$ cat config.mk
export PLATFORM = sky130hd
export DESIGN_NAME = run_ctrl
export DESIGN_NICKNAME = d
export VERILOG_FILES = /design/src/rtl/run_ctrl_pkg.sv /design/src/rtl/run_ctrl_halt_tracker.sv /design/src/rtl/run_ctrl.sv
export SDC_FILE = /design/constraint.sdc
export NUM_CORES = 1
export LEC_CHECK = 0
export BUFFER_PORTS_ARGS = -buffer_cell sky130_fd_sc_hd__buf_2
export CELL_PAD_IN_SITES_DETAIL_PLACEMENT = 1
export CELL_PAD_IN_SITES_GLOBAL_PLACEMENT = 1
export CORE_UTILIZATION = 32
export DETAILED_ROUTE_END_ITERATION = 8
export PLACE_DENSITY = 0.68
export SYNTH_ARGS = -nofsm -noshare
export SYNTH_HDL_FRONTEND = slang
export SYNTH_SLANG_ARGS = --single-unit
$ cat constraint.sdc
create_clock -name clk -period 2.65 [get_ports clk]
set_clock_uncertainty 0.2 [all_clocks]
set_input_delay 0.53 -clock clk [delete_from_list [all_inputs] [get_ports clk]]
set_output_delay 0.53 -clock clk [all_outputs]
set_load 0.01 [all_outputs]
$ cat src/rtl/run_ctrl_pkg.sv
// Shared types and helpers for the run_ctrl sequencer.
package run_ctrl_pkg;

  localparam int unsigned RUN_CTRL_MAX_CORES = 16;

  typedef enum logic [1:0] {
    StHold,
    StRun,
    StDone,
    StFault
  } run_state_t;

  // Index width for n items, never narrower than one bit.
  function automatic int unsigned id_w(input int unsigned n);
    return (n <= 1) ? 1 : $clog2(n);
  endfunction

endpackage

$ cat src/rtl/run_ctrl_halt_tracker.sv
// Sticky per-core halt record, first-halt priority encoder and
// all-halted detection for run_ctrl.
module run_ctrl_halt_tracker
  import run_ctrl_pkg::*;
#(
  parameter int unsigned NUM_CORES = 1,
  parameter int unsigned ID_W      = id_w(NUM_CORES)
) (
  input  logic                 clk,
  input  logic                 rst,
  input  logic                 i_en,
  input  logic                 i_clear,
  input  logic [NUM_CORES-1:0] i_halt,
  input  logic [NUM_CORES-1:0] i_mask,
  output logic [NUM_CORES-1:0] o_halted_vec,
  output logic [ID_W-1:0]      o_first_id,
  output logic                 o_all_next
);

  logic [NUM_CORES-1:0] r_vec;
  logic [NUM_CORES-1:0] w_new;
  logic [NUM_CORES-1:0] w_vec_next;
  logic [ID_W-1:0]      r_id;
  logic [ID_W-1:0]      w_low_id;

  assign w_new      = i_en ? (i_halt & i_mask) : '0;
  assign w_vec_next = r_vec | w_new;
  // Unmasked cores count as halted so they never block completion.
  assign o_all_next = &(w_vec_next | ~i_mask);

  // Lowest index among the halts newly sampled on this edge.
  always_comb begin
    w_low_id = '0;
    for (int i = NUM_CORES - 1; i >= 0; i--) begin
      if (w_new[i]) begin
        w_low_id = ID_W'(i);
      end
    end
  end

  // Sticky halt record; first id captured only while the record is still empty.
  always_ff @(posedge clk or posedge rst) begin
    if (rst) begin
      r_vec <= '0;
      r_id  <= '0;
    end else if (i_clear) begin
      r_vec <= '0;
      r_id  <= '0;
    end else if (i_en) begin
      r_vec <= w_vec_next;
      if ((r_vec == '0) && (w_new != '0)) begin
        r_id <= w_low_id;
      end
    end
  end

  assign o_halted_vec = r_vec;
  assign o_first_id   = r_id;

endmodule

$ cat src/rtl/run_ctrl.sv
// Run-control sequencer: stretches reset into a per-core reset pulse,
// counts run cycles and aggregates sticky core halts into a done flag.
// Optional watchdog enabled by defining RUN_CTRL_WATCHDOG_EN.
module run_ctrl
  import run_ctrl_pkg::*;
#(
  parameter int unsigned NUM_CORES  = 1,
  parameter int unsigned RST_CYCLES = 2,
  parameter int unsigned CNT_W      = 32,
  parameter int unsigned TIMEOUT    = 100000
) (
  input  logic                          clk,
  input  logic                          rst,
  input  logic [NUM_CORES-1:0]          halt,
  input  logic [NUM_CORES-1:0]          halt_mask,
  input  logic                          restart,
  output logic                          core_rst,
  output logic                          running,
  output logic                          done,
  output logic                          timeout,
  output logic [NUM_CORES-1:0]          halted_vec,
  output logic [id_w(NUM_CORES)-1:0]    first_halt_id,
  output logic [CNT_W-1:0]              cycle_cnt
);

  localparam int unsigned ID_W   = id_w(NUM_CORES);
  localparam int unsigned HOLD_W = id_w(RST_CYCLES);
  localparam logic [HOLD_W-1:0] HoldLast = HOLD_W'(RST_CYCLES - 1);

  run_state_t        r_state, w_state_d;
  logic [HOLD_W-1:0] r_hold, w_hold_d;
  logic [CNT_W-1:0]  r_cnt, w_cnt_d, w_cnt_inc;
  logic              w_clear;
  logic              w_run;
  logic              w_all_next;

  assign w_run     = (r_state == StRun);
  // Saturating increment of the run counter.
  assign w_cnt_inc = (&r_cnt) ? r_cnt : r_cnt + CNT_W'(1);

  run_ctrl_halt_tracker #(
    .NUM_CORES (NUM_CORES),
    .ID_W      (ID_W)
  ) u_tracker (
    .clk          (clk),
    .rst          (rst),
    .i_en         (w_run),
    .i_clear      (w_clear),
    .i_halt       (halt),
    .i_mask       (halt_mask),
    .o_halted_vec (halted_vec),
    .o_first_id   (first_halt_id),
    .o_all_next   (w_all_next)
  );

  // Next-state logic for the sequencer FSM and its counters.
  always_comb begin
    w_state_d = r_state;
    w_hold_d  = r_hold;
    w_cnt_d   = r_cnt;
    w_clear   = 1'b0;
    unique case (r_state)
      StHold: begin
        if (r_hold == HoldLast) begin
          w_state_d = StRun;
          w_hold_d  = '0;
        end else begin
          w_hold_d = r_hold + HOLD_W'(1);
        end
      end
      StRun: begin
        w_cnt_d = w_cnt_inc;
        // Completion takes priority over the watchdog on the same edge.
        if (w_all_next) begin
          w_state_d = StDone;
`ifdef RUN_CTRL_WATCHDOG_EN
        end else if (w_cnt_inc >= CNT_W'(TIMEOUT)) begin
          w_state_d = StFault;
`endif
        end
      end
      StDone, StFault: begin
        if (restart) begin
          w_state_d = StHold;
          w_hold_d  = '0;
          w_cnt_d   = '0;
          w_clear   = 1'b1;
        end
      end
      default: begin
        w_state_d = StHold;
        w_hold_d  = '0;
      end
    endcase
  end

  // State and counter registers.
  always_ff @(posedge clk or posedge rst) begin
    if (rst) begin
      r_state <= StHold;
      r_hold  <= '0;
      r_cnt   <= '0;
    end else begin
      r_state <= w_state_d;
      r_hold  <= w_hold_d;
      r_cnt   <= w_cnt_d;
    end
  end

  // Outputs decoded from registered state only.
  always_comb begin
    core_rst = (r_state == StHold) || (r_state == StFault);
    running  = (r_state == StRun);
    done     = (r_state == StDone);
  end

`ifdef RUN_CTRL_WATCHDOG_EN
  assign timeout = (r_state == StFault);
`else
  logic w_unused_timeout;
  assign w_unused_timeout = (TIMEOUT == 0);
  assign timeout          = 1'b0;
`endif

  assign cycle_cnt = r_cnt;

endmodule

==> flow_summary.yaml <==
clock_tree:
  numCtsBuffers: 5
  cts_root_buf: "clkbuf_8"
  htree_levels: 2
  clk-insertion-delay-late_ns: 0.29
  clock-sinks: 36
  clkTransAtPathRegs_ns: 0.08
  cts_max_path_buffers: 2
  holdBufCountCts: 0
  cts_tree: "done"
grt:
  use_met2_pct: 35.4
  antenna_found_initial: 0
  gr-usage-met3_pct: 3.70
  first_global_vias: 2469
  overflow: 0
  met1_usage_pct: 30.0
  grt_start_max_net_pins: 37
  grt_use_total_pct: 21.8
  top_usage_layer: "met2"
  grt_first_pass_wirelength_mm: 12.6
route:
  drt.antenna.violating_nets: 0
  routedWlPerCell_um: 18.2
  routed_via_density: 5.75
  firstDrtPassIters: 4
  drc: 0
  drt_iter0_markers: 117
  routed-via-count: 2353
  wirelength_mm: 7.45
timing:
  grt_setup_unrepaired: "false"
  max-slew-margin-rel_pct: 63.3
  post-route-period-util_pct: 95.3
  whs_ns: 0.147
  setup_tns_ns: 0
  max_freq_ghz: 0.396
  finalCriticalPeriod_ns: 2.53
  finalSetupViolations: 0
  tightest_slew_ns: 0.549
  finalHoldViolCount: 0
  drv_slew: 0
logic_synthesis:
  synth-xor-area-share_pct: 0.377
  ys_ff_latch: 36
  synthAdderAreaFrac_pct: 2.69
  syn_area_mm2: 0.00232
  yosys.cell_types.count: 52
  synth_cells: 261
  synth_top_family_by_area: "simple AND/OR/NAND/NOR gates"
  yosysWarningCount: 0
  synth-simple-area-share_pct: 29.5
  synthMuxAreaShare_pct: 1.29
  synth_compound_area_share_pct: 21.3
  ys_seq_area_share_pct: 38.8
  syn_area_per_cell_um2: 8.91
final_layout:
  layout-drive-gt1-share_pct: 24.6
  final_cell_mix: "40 x buf_2, 36 x dfrtp_1, 28 x nand2_1"
  final_common_cell: "buf_2"
  syn2layout_area_growth_pct: 19.5
  stdcell_count: 409
  final_net_count: 323
  fillers: 866
  diodes: 0
pwr:
  p_leak_nw: 1.31
  vdd_drop_max_mv: 0.541
  design_power_total_mw: 2.74
  powerDensity_mw_per_mm2: 985
hold_path:
  holdCritPathClass: "input port to async pin"
worst_setup_path:
  criticalPathCategory: "flip-flop to flip-flop"
  endpoint_kind: "flip-flop"
  cp_max_fo: 10
  start_kind: "flip-flop"
  cp.arrival_ns: 2.49
  worstPathRequired_ns: 2.62
floorplanning:
  core_mm2: 0.00691
  die_area_mm2: 0.00761
  start_util_pct: 33.7
  io_pins: 43
  die_w_um: 87.2
  die_h_um: 87.2
  placementRows: 30
run_status:
  status: "completed"
placement:
  place_hpwl_mm: 5.52
  io_buffers: 40
  gp_congestion: 0.832
  dp_cells: 402
flow_run:
  drv_cap: 0
==> cell usage after synthesis (all sizes together) <==
| library cell | instances | area, µm² |
|---|---|---|
| a2111oi | 1 | 8.76 |
| a211o | 3 | 26.3 |
| a211oi | 2 | 15.0 |
| a21o | 3 | 22.5 |
| a21oi | 8 | 43.8 |
| a31oi | 14 | 87.6 |
| a32o | 1 | 10.0 |
| a41oi | 2 | 17.5 |
| and2 | 2 | 12.5 |
| and3 | 5 | 31.3 |
| and4 | 4 | 35.0 |
| and4b | 1 | 10.0 |
| buf | 11 | 87.6 |
| clkbuf | 3 | 11.3 |
| conb | 1 | 3.75 |
| dfrtp | 36 | 901 |
| ha | 5 | 62.6 |
| inv | 10 | 37.5 |
| mux2i | 3 | 30.0 |
| nand2 | 28 | 105 |
| nand2b | 3 | 18.8 |
| nand3 | 18 | 90.1 |
| nand4 | 17 | 136 |
| nand4b | 2 | 17.5 |
| nor2 | 22 | 95.1 |
| nor3 | 5 | 52.6 |
| nor4 | 7 | 50.1 |
| o2111a | 1 | 11.3 |
| o21a | 1 | 7.51 |
| o21ai | 12 | 60.1 |
| o22ai | 2 | 12.5 |
| o2bb2ai | 1 | 8.76 |
| o311ai | 3 | 26.3 |
| o31ai | 16 | 120 |
| o41ai | 2 | 17.5 |
| or2 | 2 | 12.5 |
| or3 | 2 | 12.5 |
| or4 | 1 | 7.51 |
| xor2 | 1 | 8.76 |
==> state kept, by name (all words and copies together) (netlist names) <==
register and cells:
r_state 2, r_hold 1, cycle_cnt 32, u_tracker.o_halted_vec 1
==> timing repair <==
item / in CTS / in global routing
endpoints found under the setup margin: 0 / 3
gates resized for setup: 0 / 3
buffers inserted: 0 / 0
==> final cells by class <==
| class | instances | area (µm²) | area share [%] |
|---|---|---|---|
| Multi-Input combinational cell | 202 | 1310 | 47.0 |
| Sequential cell | 36 | 901 | 32.4 |
| Tap cell | 96 | 120 | 4.32 |
| Inverter | 10 | 37.5 | 1.35 |
| Clock buffer | 6 | 72.6 | 2.61 |
| Timing Repair Buffer | 58 | 335 | 12.1 |
| Clock inverter | 1 | 5.00 | 0.180 |
==> path summary, 6_finish.rpt <==
path | startpoint | to | slack, ns | cells after the start
max | r_state[0]$_DFFE_PP0P_ | cycle_cnt[22]$_DFFE_PP0P_ | 0.12 | 8
min | rst | cycle_cnt[10]$_DFFE_PP0P_ | 0.15 | 3
max reg2reg | r_state[0]$_DFFE_PP0P_ | cycle_cnt[22]$_DFFE_PP0P_ | 0.12 | 8
min reg2reg | cycle_cnt[16]$_DFFE_PP0P_ | cycle_cnt[16]$_DFFE_PP0P_ | 0.34 | 1
max in group asynchronous | rst | u_tracker.o_halted_vec$_DFFE_PP0P_ | 1.76 | 3
min in group clk | cycle_cnt[16]$_DFFE_PP0P_ | cycle_cnt[16]$_DFFE_PP0P_ | 0.34 | 1
==> power breakdown <==
part,switching [mW],internal [mW],total [mW]
registers,0.310,0.744,1.05
clock network,0.203,0.179,0.382
logic,0.794,0.507,1.30
==> logic make-up after synthesis <==
family | count (synthesis)
AO/OA/AOI/OAI | 72
AND/OR/NAND/NOR | 119
other | 1
multiplexers | 3
adder cells (fa/ha/maj) | 5
buffers and inverters | 24
XOR/XNOR | 1
flip-flops | 36
==> worst max-delay path: stages, from the launching register on <==
cell      delay, ns
dfrtp_1        0.43
inv_1          0.10
ha_1           0.23
or2_2          0.39
nor2_2         0.23
buf_4          0.23
nand2_1        0.08
buf_4          0.17
o311ai_0       0.34
==> per-layer routing <==
layer | share of wire [%] | vias up
met5 | 0 | -
met1 | 48 | 1192
li1 | - | 1101
met4 | 1.3 | 0
met3 | 4.4 | 7
met2 | 47 | 53
==> stage by stage <==
| step | setup WS (ns) | instance area, µm² | util, % |
|---|---|---|---|
| 2_1_floorplan | 0.358 | 2330 | - |
| 3_3_place_gp | 0.160 | 2690 | 38.9 |
| 3_5_place_dp | 0.175 | 2690 | 38.9 |
| 4_1_cts | 0.134 | 2760 | 40.0 |
| 5_1_grt | 0.0182 | 2780 | 40.2 |
| 6_report | 0.124 | 2780 | 40.2 |
No activity file was read; power rests on OpenSTA's default activity.
